[config.mk]
export PLATFORM = sky130hd
export DESIGN_NAME = alu_wide_seq_flat
export DESIGN_NICKNAME = d
export VERILOG_FILES = /design/src/rtl/alu_wide_seq_if.sv /design/src/rtl/alu_wide_seq.sv /design/src/flat_wrapper.sv
export SDC_FILE = /design/constraint.sdc
export NUM_CORES = 1
export LEC_CHECK = 0
export BUFFER_PORTS_ARGS = -buffer_cell sky130_fd_sc_hd__buf_2
export CORE_MARGIN = 2
export CORE_UTILIZATION = 35
export CTS_CLUSTER_SIZE = 10
export DETAILED_ROUTE_END_ITERATION = 6
export SLEW_MARGIN = 20
export SYNTH_ARGS = -nofsm -noshare
export SYNTH_HDL_FRONTEND = slang
export SYNTH_SLANG_ARGS = --single-unit
[constraint.sdc]
create_clock -name clk -period 2 [get_ports clk]
set_input_delay 0.2 -clock clk [delete_from_list [all_inputs] [get_ports clk]]
set_output_delay 0.2 -clock clk [all_outputs]
set_load 0.005 [all_outputs]
[src/rtl/alu_wide_seq_if.sv]
// Bus bundle for alu_wide_seq: request/result side plus the
// byte-wide ALU drive/return side.
interface alu_wide_seq_if;
  logic        start;
  logic [1:0]  op;
  logic [15:0] a;
  logic [15:0] b;
  logic        busy;
  logic        done;
  logic [15:0] result;
  logic        carry;
  logic        zero;
  logic [2:0]  alu_cmd;
  logic [7:0]  alu_inA;
  logic [7:0]  alu_inB;
  logic        alu_sc_i;
  logic [7:0]  alu_rslt;
  logic        alu_sc_o;

  modport slave (
    input  start, op, a, b,
    input  alu_rslt, alu_sc_o,
    output busy, done, result, carry, zero,
    output alu_cmd, alu_inA, alu_inB, alu_sc_i
  );

  modport master (
    output start, op, a, b,
    output alu_rslt, alu_sc_o,
    input  busy, done, result, carry, zero,
    input  alu_cmd, alu_inA, alu_inB, alu_sc_i
  );
endinterface

[src/rtl/alu_wide_seq.sv]
// 16-bit ADD/SUB/AND/XOR sequenced as two passes through an
// external 8-bit ALU (low byte, then high byte with carry chain).
module alu_wide_seq (
  input  logic      clk,
  input  logic      rst_n,
  alu_wide_seq_if.slave bus
);
  typedef enum logic [1:0] {
    IDLE, LO, HI, DONE
  } state_e;

  localparam logic [1:0] OP_ADD = 2'b00;
  localparam logic [1:0] OP_SUB = 2'b01;
  localparam logic [1:0] OP_AND = 2'b10;
  localparam logic [1:0] OP_XOR = 2'b11;

  state_e      state_q, state_d;
  logic [15:0] a_q, a_d;
  logic [15:0] b_q, b_d;
  logic [1:0]  op_q, op_d;
  logic [7:0]  lo_q, lo_d;
  logic        c_lo_q, c_lo_d;
  logic [15:0] res_q, res_d;
  logic        carry_q, carry_d;
  logic        zero_q, zero_d;
  logic        arith;
  logic        sel_hi;
  logic [7:0]  byte_a, byte_b;

  assign arith  = (op_q == OP_ADD) || (op_q == OP_SUB);
  assign sel_hi = (state_q == HI);
  assign byte_a = sel_hi ? a_q[15:8] : a_q[7:0];
  assign byte_b = sel_hi ? b_q[15:8] : b_q[7:0];

  always_ff @(posedge clk) begin
    if (!rst_n) state_q <= IDLE;
    else        state_q <= state_d;
  end

  always_comb begin
    state_d = state_q;
    unique case (state_q)
      IDLE:    if (bus.start) state_d = LO;
      LO:      state_d = HI;
      HI:      state_d = DONE;
      DONE:    state_d = IDLE;
      default: state_d = IDLE;
    endcase
  end

  // Result register's upper byte doubles as the HI-byte capture.
  always_comb begin
    a_d     = a_q;
    b_d     = b_q;
    op_d    = op_q;
    lo_d    = lo_q;
    c_lo_d  = c_lo_q;
    res_d   = res_q;
    carry_d = carry_q;
    zero_d  = zero_q;
    if (state_q == IDLE && bus.start) begin
      a_d  = bus.a;
      b_d  = bus.b;
      op_d = bus.op;
    end
    if (state_q == LO) begin
      lo_d   = bus.alu_rslt;
      c_lo_d = bus.alu_sc_o;
    end
    if (state_q == HI) begin
      res_d   = {bus.alu_rslt, lo_q};
      carry_d = arith & bus.alu_sc_o;
      zero_d  = (res_d == 16'h0000);
    end
  end

  always_ff @(posedge clk) begin
    if (!rst_n) begin
      a_q     <= '0;
      b_q     <= '0;
      op_q    <= '0;
      lo_q    <= '0;
      c_lo_q  <= 1'b0;
      res_q   <= '0;
      carry_q <= 1'b0;
      zero_q  <= 1'b1;
    end else begin
      a_q     <= a_d;
      b_q     <= b_d;
      op_q    <= op_d;
      lo_q    <= lo_d;
      c_lo_q  <= c_lo_d;
      res_q   <= res_d;
      carry_q <= carry_d;
      zero_q  <= zero_d;
    end
  end

  // SUB runs as A + ~B + 1 on the ALU's add command.
  always_comb begin
    bus.alu_cmd  = 3'b000;
    bus.alu_inA  = 8'h00;
    bus.alu_inB  = 8'h00;
    bus.alu_sc_i = 1'b0;
    bus.busy     = (state_q != IDLE);
    bus.done     = (state_q == DONE);
    if (state_q == LO || state_q == HI) begin
      bus.alu_inA = byte_a;
      unique case (1'b1)
        op_q == OP_AND: begin
          bus.alu_cmd = 3'b010;
          bus.alu_inB = byte_b;
        end
        op_q == OP_XOR: begin
          bus.alu_cmd = 3'b011;
          bus.alu_inB = byte_b;
        end
        op_q == OP_SUB: begin
          bus.alu_inB  = ~byte_b;
          bus.alu_sc_i = sel_hi ? c_lo_q : 1'b1;
        end
        default: begin
          bus.alu_inB  = byte_b;
          bus.alu_sc_i = sel_hi ? c_lo_q : 1'b0;
        end
      endcase
    end
  end

  assign bus.result = res_q;
  assign bus.carry  = carry_q;
  assign bus.zero   = zero_q;
endmodule

[src/flat_wrapper.sv]
// flat-port wrapper written by rule: the top's interface ports become plain ports
module alu_wide_seq_flat 
  (clk, rst_n, bus_start, bus_op, bus_a, bus_b, bus_alu_rslt, bus_alu_sc_o, bus_busy, bus_done, bus_result, bus_carry, bus_zero, bus_alu_cmd, bus_alu_inA, bus_alu_inB, bus_alu_sc_i);
  alu_wide_seq_if bus_i ();
  input  logic clk;
  input  logic rst_n;
  input wire logic [$bits(bus_i.start)-1:0] bus_start;
  input wire logic [$bits(bus_i.op)-1:0] bus_op;
  input wire logic [$bits(bus_i.a)-1:0] bus_a;
  input wire logic [$bits(bus_i.b)-1:0] bus_b;
  input wire logic [$bits(bus_i.alu_rslt)-1:0] bus_alu_rslt;
  input wire logic [$bits(bus_i.alu_sc_o)-1:0] bus_alu_sc_o;
  output wire logic [$bits(bus_i.busy)-1:0] bus_busy;
  output wire logic [$bits(bus_i.done)-1:0] bus_done;
  output wire logic [$bits(bus_i.result)-1:0] bus_result;
  output wire logic [$bits(bus_i.carry)-1:0] bus_carry;
  output wire logic [$bits(bus_i.zero)-1:0] bus_zero;
  output wire logic [$bits(bus_i.alu_cmd)-1:0] bus_alu_cmd;
  output wire logic [$bits(bus_i.alu_inA)-1:0] bus_alu_inA;
  output wire logic [$bits(bus_i.alu_inB)-1:0] bus_alu_inB;
  output wire logic [$bits(bus_i.alu_sc_i)-1:0] bus_alu_sc_i;
  assign bus_i.start = bus_start;
  assign bus_i.op = bus_op;
  assign bus_i.a = bus_a;
  assign bus_i.b = bus_b;
  assign bus_i.alu_rslt = bus_alu_rslt;
  assign bus_i.alu_sc_o = bus_alu_sc_o;
  assign bus_busy = bus_i.busy;
  assign bus_done = bus_i.done;
  assign bus_result = bus_i.result;
  assign bus_carry = bus_i.carry;
  assign bus_zero = bus_i.zero;
  assign bus_alu_cmd = bus_i.alu_cmd;
  assign bus_alu_inA = bus_i.alu_inA;
  assign bus_alu_inB = bus_i.alu_inB;
  assign bus_alu_sc_i = bus_i.alu_sc_i;
  alu_wide_seq u_core (.clk(clk), .rst_n(rst_n), .bus(bus_i));
endmodule
After elaboration in Yosys (flattened, before gate mapping)
Index checks and enable logic that the tools add are counted.
- equal/unequal tests: 7
- muxes and demuxes: 13
- bitwise gates (word level): 2
- reduce and logical (&&, ||, !) cells: 8
- operator list (operator ; count):
    8-bit two-way mux ; 5
    16-bit logical NOT ; 1
    2-bit equality test, second input constant ; 4
    8-bit inverter ; 1
    2-bit one-hot mux with 4 select lines ; 1
    2-bit by 1-bit equality test with 1-bit output, second input constant ; 2
    2-bit logical NOT ; 2
    2-bit one-hot mux with 2 select lines ; 1
    1-bit two-way mux ; 3
    3-bit two-way mux ; 1
    1-bit logical OR ; 2
    2-bit two-way mux ; 1
    2-bit inequality test, second input constant ; 1
    1-bit one-hot mux with 2 select lines ; 1
    2-bit nonzero test ; 1
    2-bit OR reduction ; 1
    1-bit AND ; 1
    1-bit logical AND ; 1
- register bits after elaboration: 63
- input bits: 46
- output and inout port bits: 40
- logic and storage cells: 39

Logic depth before layout (Yosys ltp)
- word-level depth: 5
- mapped depth: 7
- mapped depth without buffers: 5

Least setup slack after synthesis
No wires, ideal clock.
- path kind: flip-flop to output port
- from: reg u_core.state_q[0]
- to: out bus_alu_inB[6]
- arrival: 1349 ps
- setup slack: 451 ps
- stages on the path, launching flop included: 8
- cells stage by stage: dfxtp_1 > inv_1 > ha_1 > buf_6 > buf_12 > mux2i_1 > xnor2_1 > and2_1
- longest elaborated chain between the ends: 5
- elaborated cells on any way between the ends: 7
- those cells by class: eq/ne (2); mux (3); bitwise (1); reduce/logical (1)
- RTL lines (what ; RTL line ; source):
    start, declared ; alu_wide_seq.sv:17 ; state_e state_q, state_d;
    start signal, assigned ; alu_wide_seq.sv:37 ; else state_q <= state_d;
    2-bit equality test ; alu_wide_seq.sv:31, alu_wide_seq.sv:107 ;
    8-bit two-way mux ; alu_wide_seq.sv:33 ; assign byte_b = sel_hi ? b_q[15:8] : b_q[7:0];
    8-bit inverter ; alu_wide_seq.sv:119 ; bus.alu_inB = ~byte_b;
    8-bit two-way mux ; alu_wide_seq.sv:109 ; unique case (1'b1)
    8-bit two-way mux * ; alu_wide_seq.sv:107 ; if (state_q == LO || state_q == HI) begin
    end, declared ; flat_wrapper.sv:20 ; output wire logic [$bits(bus_i.alu_inB)-1:0] bus_alu_inB;
Mark *: on every way between the ends. The rest lies on a longest branch, timed or not.

Final worst setup path
- from: reg u_core.state_q[1]
- to: out bus_alu_inB[3]
Same word-level chain as after synthesis.

==> results_dict.tcl <==
set metrics [dict create \
    vias 2262 \
    ys_seq_area_share_pct 43.56 \
    rsz0062_at_grt "true" \
    die_x_um 94.95 \
    finClkSkew_ns 0.008144 \
    finalNetCount 448 \
    dp_cells 487 \
    path_buf_inv 2 \
    syn-num-nets 364 \
    drt_iter0_drc 50 \
    worstMarginPinSlew_ns 0.5614 \
    wl_mm 6.592 \
    worst_setup_path_end_kind "output port" \
    rows 33 \
    clock-sinks 63 \
    async_flop_share_pct 0 \
    grt_overflow_total 0 \
    drive_gt1_share_pct 30.67 \
    hold_violations 0 \
    cts.htree.levels 3 \
    ios 86 \
    tns_ns 0 \
    synth_cell_types 27 \
    final_cells 506 \
    yosys.area_share.adder_pct 2.593 \
    fmax_mhz 512.1 \
    synth_compound_area_share_pct 9.983 \
    crit_type "register to output port" \
    dp_hpwl_mm 4.573 \
    syn_area_mm2 0.002895 \
    grt_max_degree 25 \
    p_int_mw 2.790 \
    mostFrequentLayoutCell "buf_2" \
    path_cells "ha_4 -> clkbuf_16 -> mux2i_2 -> xnor2_1 -> and2_1 -> buf_2" \
    fin_crit_ns 1.953 \
    fp.dieH_um 94.95 \
    ys.flop_type "dfxtp_1" \
    remaining_drc_errors 0 \
    grt_pass1_wl_mm 10.78 \
    combPwrFrac_pct 38.8 \
    synth-xor-area-share_pct 2.420 \
    cellLeakagePower_nw 1.519 \
    peakVddDrop_uv 574.5 \
    synth_enable_flop_cells 0 \
    p_seq_share_pct 38.2 \
    power.density_mw_per_mm2 1167 \
    max-cap-violations 0 \
    drv_slew 0 \
    ys_warn_count 0 \
    via_per_inst 4.470 \
    relSlewSlack_pct 62.58 \
    syn_inst 312 \
    core-area_mm2 0.008134 \
    cp.required_ns 1.80 \
    final_cell_mix "84 x buf_2, 71 x nand2_1, 62 x dfxtp_1" \
    gp_congestion 0.7364 \
    finalSetupViolations 0 \
    root_buffer "clkbuf_8" \
    grt_pass1_vias 2266 \
    crit_path_top_delay_cell "dfxtp_1" \
    synthMuxAreaShare_pct 14.87 \
    synthSimpleGateAreaFrac_pct 21.00 \
    ant_nets 0 \
    num_antenna_cells 0 \
    p_switching_mw 1.482 \
    fin_crit_sh_pct 97.64 \
    clock_latency_ns 0.35 \
    grt_use_total_pct 15.73 \
    synth_area_per_cell_um2 9.280 \
    area_growth_pct 26.49 \
    wire_per_inst_um 13.03 \
    hold_buffers 0 \
    antenna_found_initial 0 \
    critPathMaxStageDelay_ns 0.45 \
    finalCoreUtilization_pct 45.02 \
    die_area_mm2 0.009016 \
    switching_share_pct 34.70 \
    port_buffers 84 \
    p_clk_share_pct 23.0 \
    critPathMaxFanout 5 \
    synth_top_family_by_area "simple AND/OR/NAND/NOR gates" \
    cts_buffer_depth 2 \
    cp.arrival_ns 1.75 \
    initial_core_util_pct 35.59 \
    cts_buffers 9 \
    status "complete, no violations" \
    crit_family "flip-flops" \
    firstDrtPassIters 4 \
    hp-class "primary input to register" \
    synth-seq-cells 63 \
    cts_tree "built" \
    path_clk_slew_ns 0.07 \
    cp-start-kind "register" \
]
-- layer usage --
metal / up-vias / GRT usage (%) / share of wire (%)
li1: 1183 / - / -
met1: 1012 / 18.76 / 46
met2: 57 / 25.83 / 47
met3: 10 / 6.065 / 5.7
met4: 0 / 5.435 / 1.3
met5: - / 0 / 0
-- power groups by stage --
stage | Combinational, mW | Clock (mW) | Sequential, mW
2_1_floorplan | 1.13 | 0 | 1.61
3_3_place_gp | 1.51 | 0 | 1.63
3_5_place_dp | 1.53 | 0 | 1.64
4_1_cts | 1.58 | 1.02 | 1.62
5_1_grt | 1.86 | 1.07 | 1.66
6_report | 1.66 | 0.983 | 1.63
-- cells in the mapped netlist, types with 2 or more instances --
library cell / instances / area share [%]
a21boi_0: 34 / 8.8
a21boi_1: 2 / 0.52
and2_1: 10 / 2.2
buf_2: 4 / 0.69
buf_4: 3 / 0.78
buf_6: 3 / 1.2
clkbuf_1: 11 / 1.4
dfxtp_1: 63 / 44
ha_1: 6 / 2.6
inv_1: 3 / 0.39
mux2i_1: 43 / 15
nand2_1: 71 / 9.2
nor2_1: 2 / 0.26
nor2b_1: 35 / 7.6
nor4_1: 3 / 0.65
xnor2_1: 8 / 2.4
-- final timing paths --
| check | end | startpoint | depth (start not counted) | slack [ns] |
|---|---|---|---|---|
| hold / removal | u_core.bus.zero$_SDFFE_PN1N_ | bus_alu_rslt[6] | 2 | 0.08 |
| setup / recovery | bus_alu_inB[3] | u_core.state_q[1]$_SDFFE_PN0P_ | 6 | 0.05 |
| hold reg to reg | u_core.b_q[1]$_SDFFE_PN0P_ | u_core.b_q[1]$_SDFFE_PN0P_ | 2 | 0.46 |
| setup reg to reg | u_core.c_lo_q$_SDFFE_PN0N_ | u_core.state_q[1]$_SDFFE_PN0P_ | 4 | 0.52 |
-- stage by stage --
| stage | hold slack [ns] | power, mW | area (um^2) | setup slack (ns) |
|---|---|---|---|---|
| after floorplan | 0.3011 | 2.740 | 2895 | 0.4511 |
| after global placement | 0.4345 | 3.135 | 3385 | 0.1552 |
| after global routing | 0.07254 | 4.590 | 3662 | -0.01322 |
| after CTS | 0.06319 | 4.217 | 3591 | -0.1210 |
| final | 0.07598 | 4.273 | 3662 | 0.04715 |
| after detailed placement | 0.4420 | 3.168 | 3385 | 0.1446 |
-- repair_timing --
action	CTS	global route
buffers inserted	2	0
resized for setup	6	9
cloned	0	1
endpoints found under the setup margin	19	18
-- sequential cells by signal (all words and copies together), names as in the netlist --
| name | cells |
|---|---|
| u_core.c_lo_q | 1 |
| u_core.bus.zero | 1 |
| u_core.b_q | 16 |
| u_core.bus.carry | 1 |
| u_core.state_q | 2 |
| u_core.lo_q | 8 |
| u_core.bus.result | 16 |
| u_core.a_q | 16 |
| u_core.op_q | 2 |
-- cell families (layout without fill, tap and decap cells) --
group | count (synthesis) | in the layout
adder cells (fa/ha/maj) | 6 | 6
XOR/XNOR | 8 | 8
buffers and inverters | 27 | 116
multiplexers | 43 | 43
AO/OA/AOI/OAI | 38 | 38
flip-flops | 63 | 63
AND/OR/NAND/NOR | 126 | 126
other | 1 | 1
-- final cells by class --
class                           instances  area [um^2]
Inverter                                4        17.52
Clock buffer                           10        137.6
Tap cell                              105        131.4
Fill cell                             823         4472
Sequential cell                        63         1262
Clock inverter                          6        36.28
Multi-Input combinational cell        222         1533
Timing Repair Buffer                   96        544.3
(Power assumes the default switching activity.)
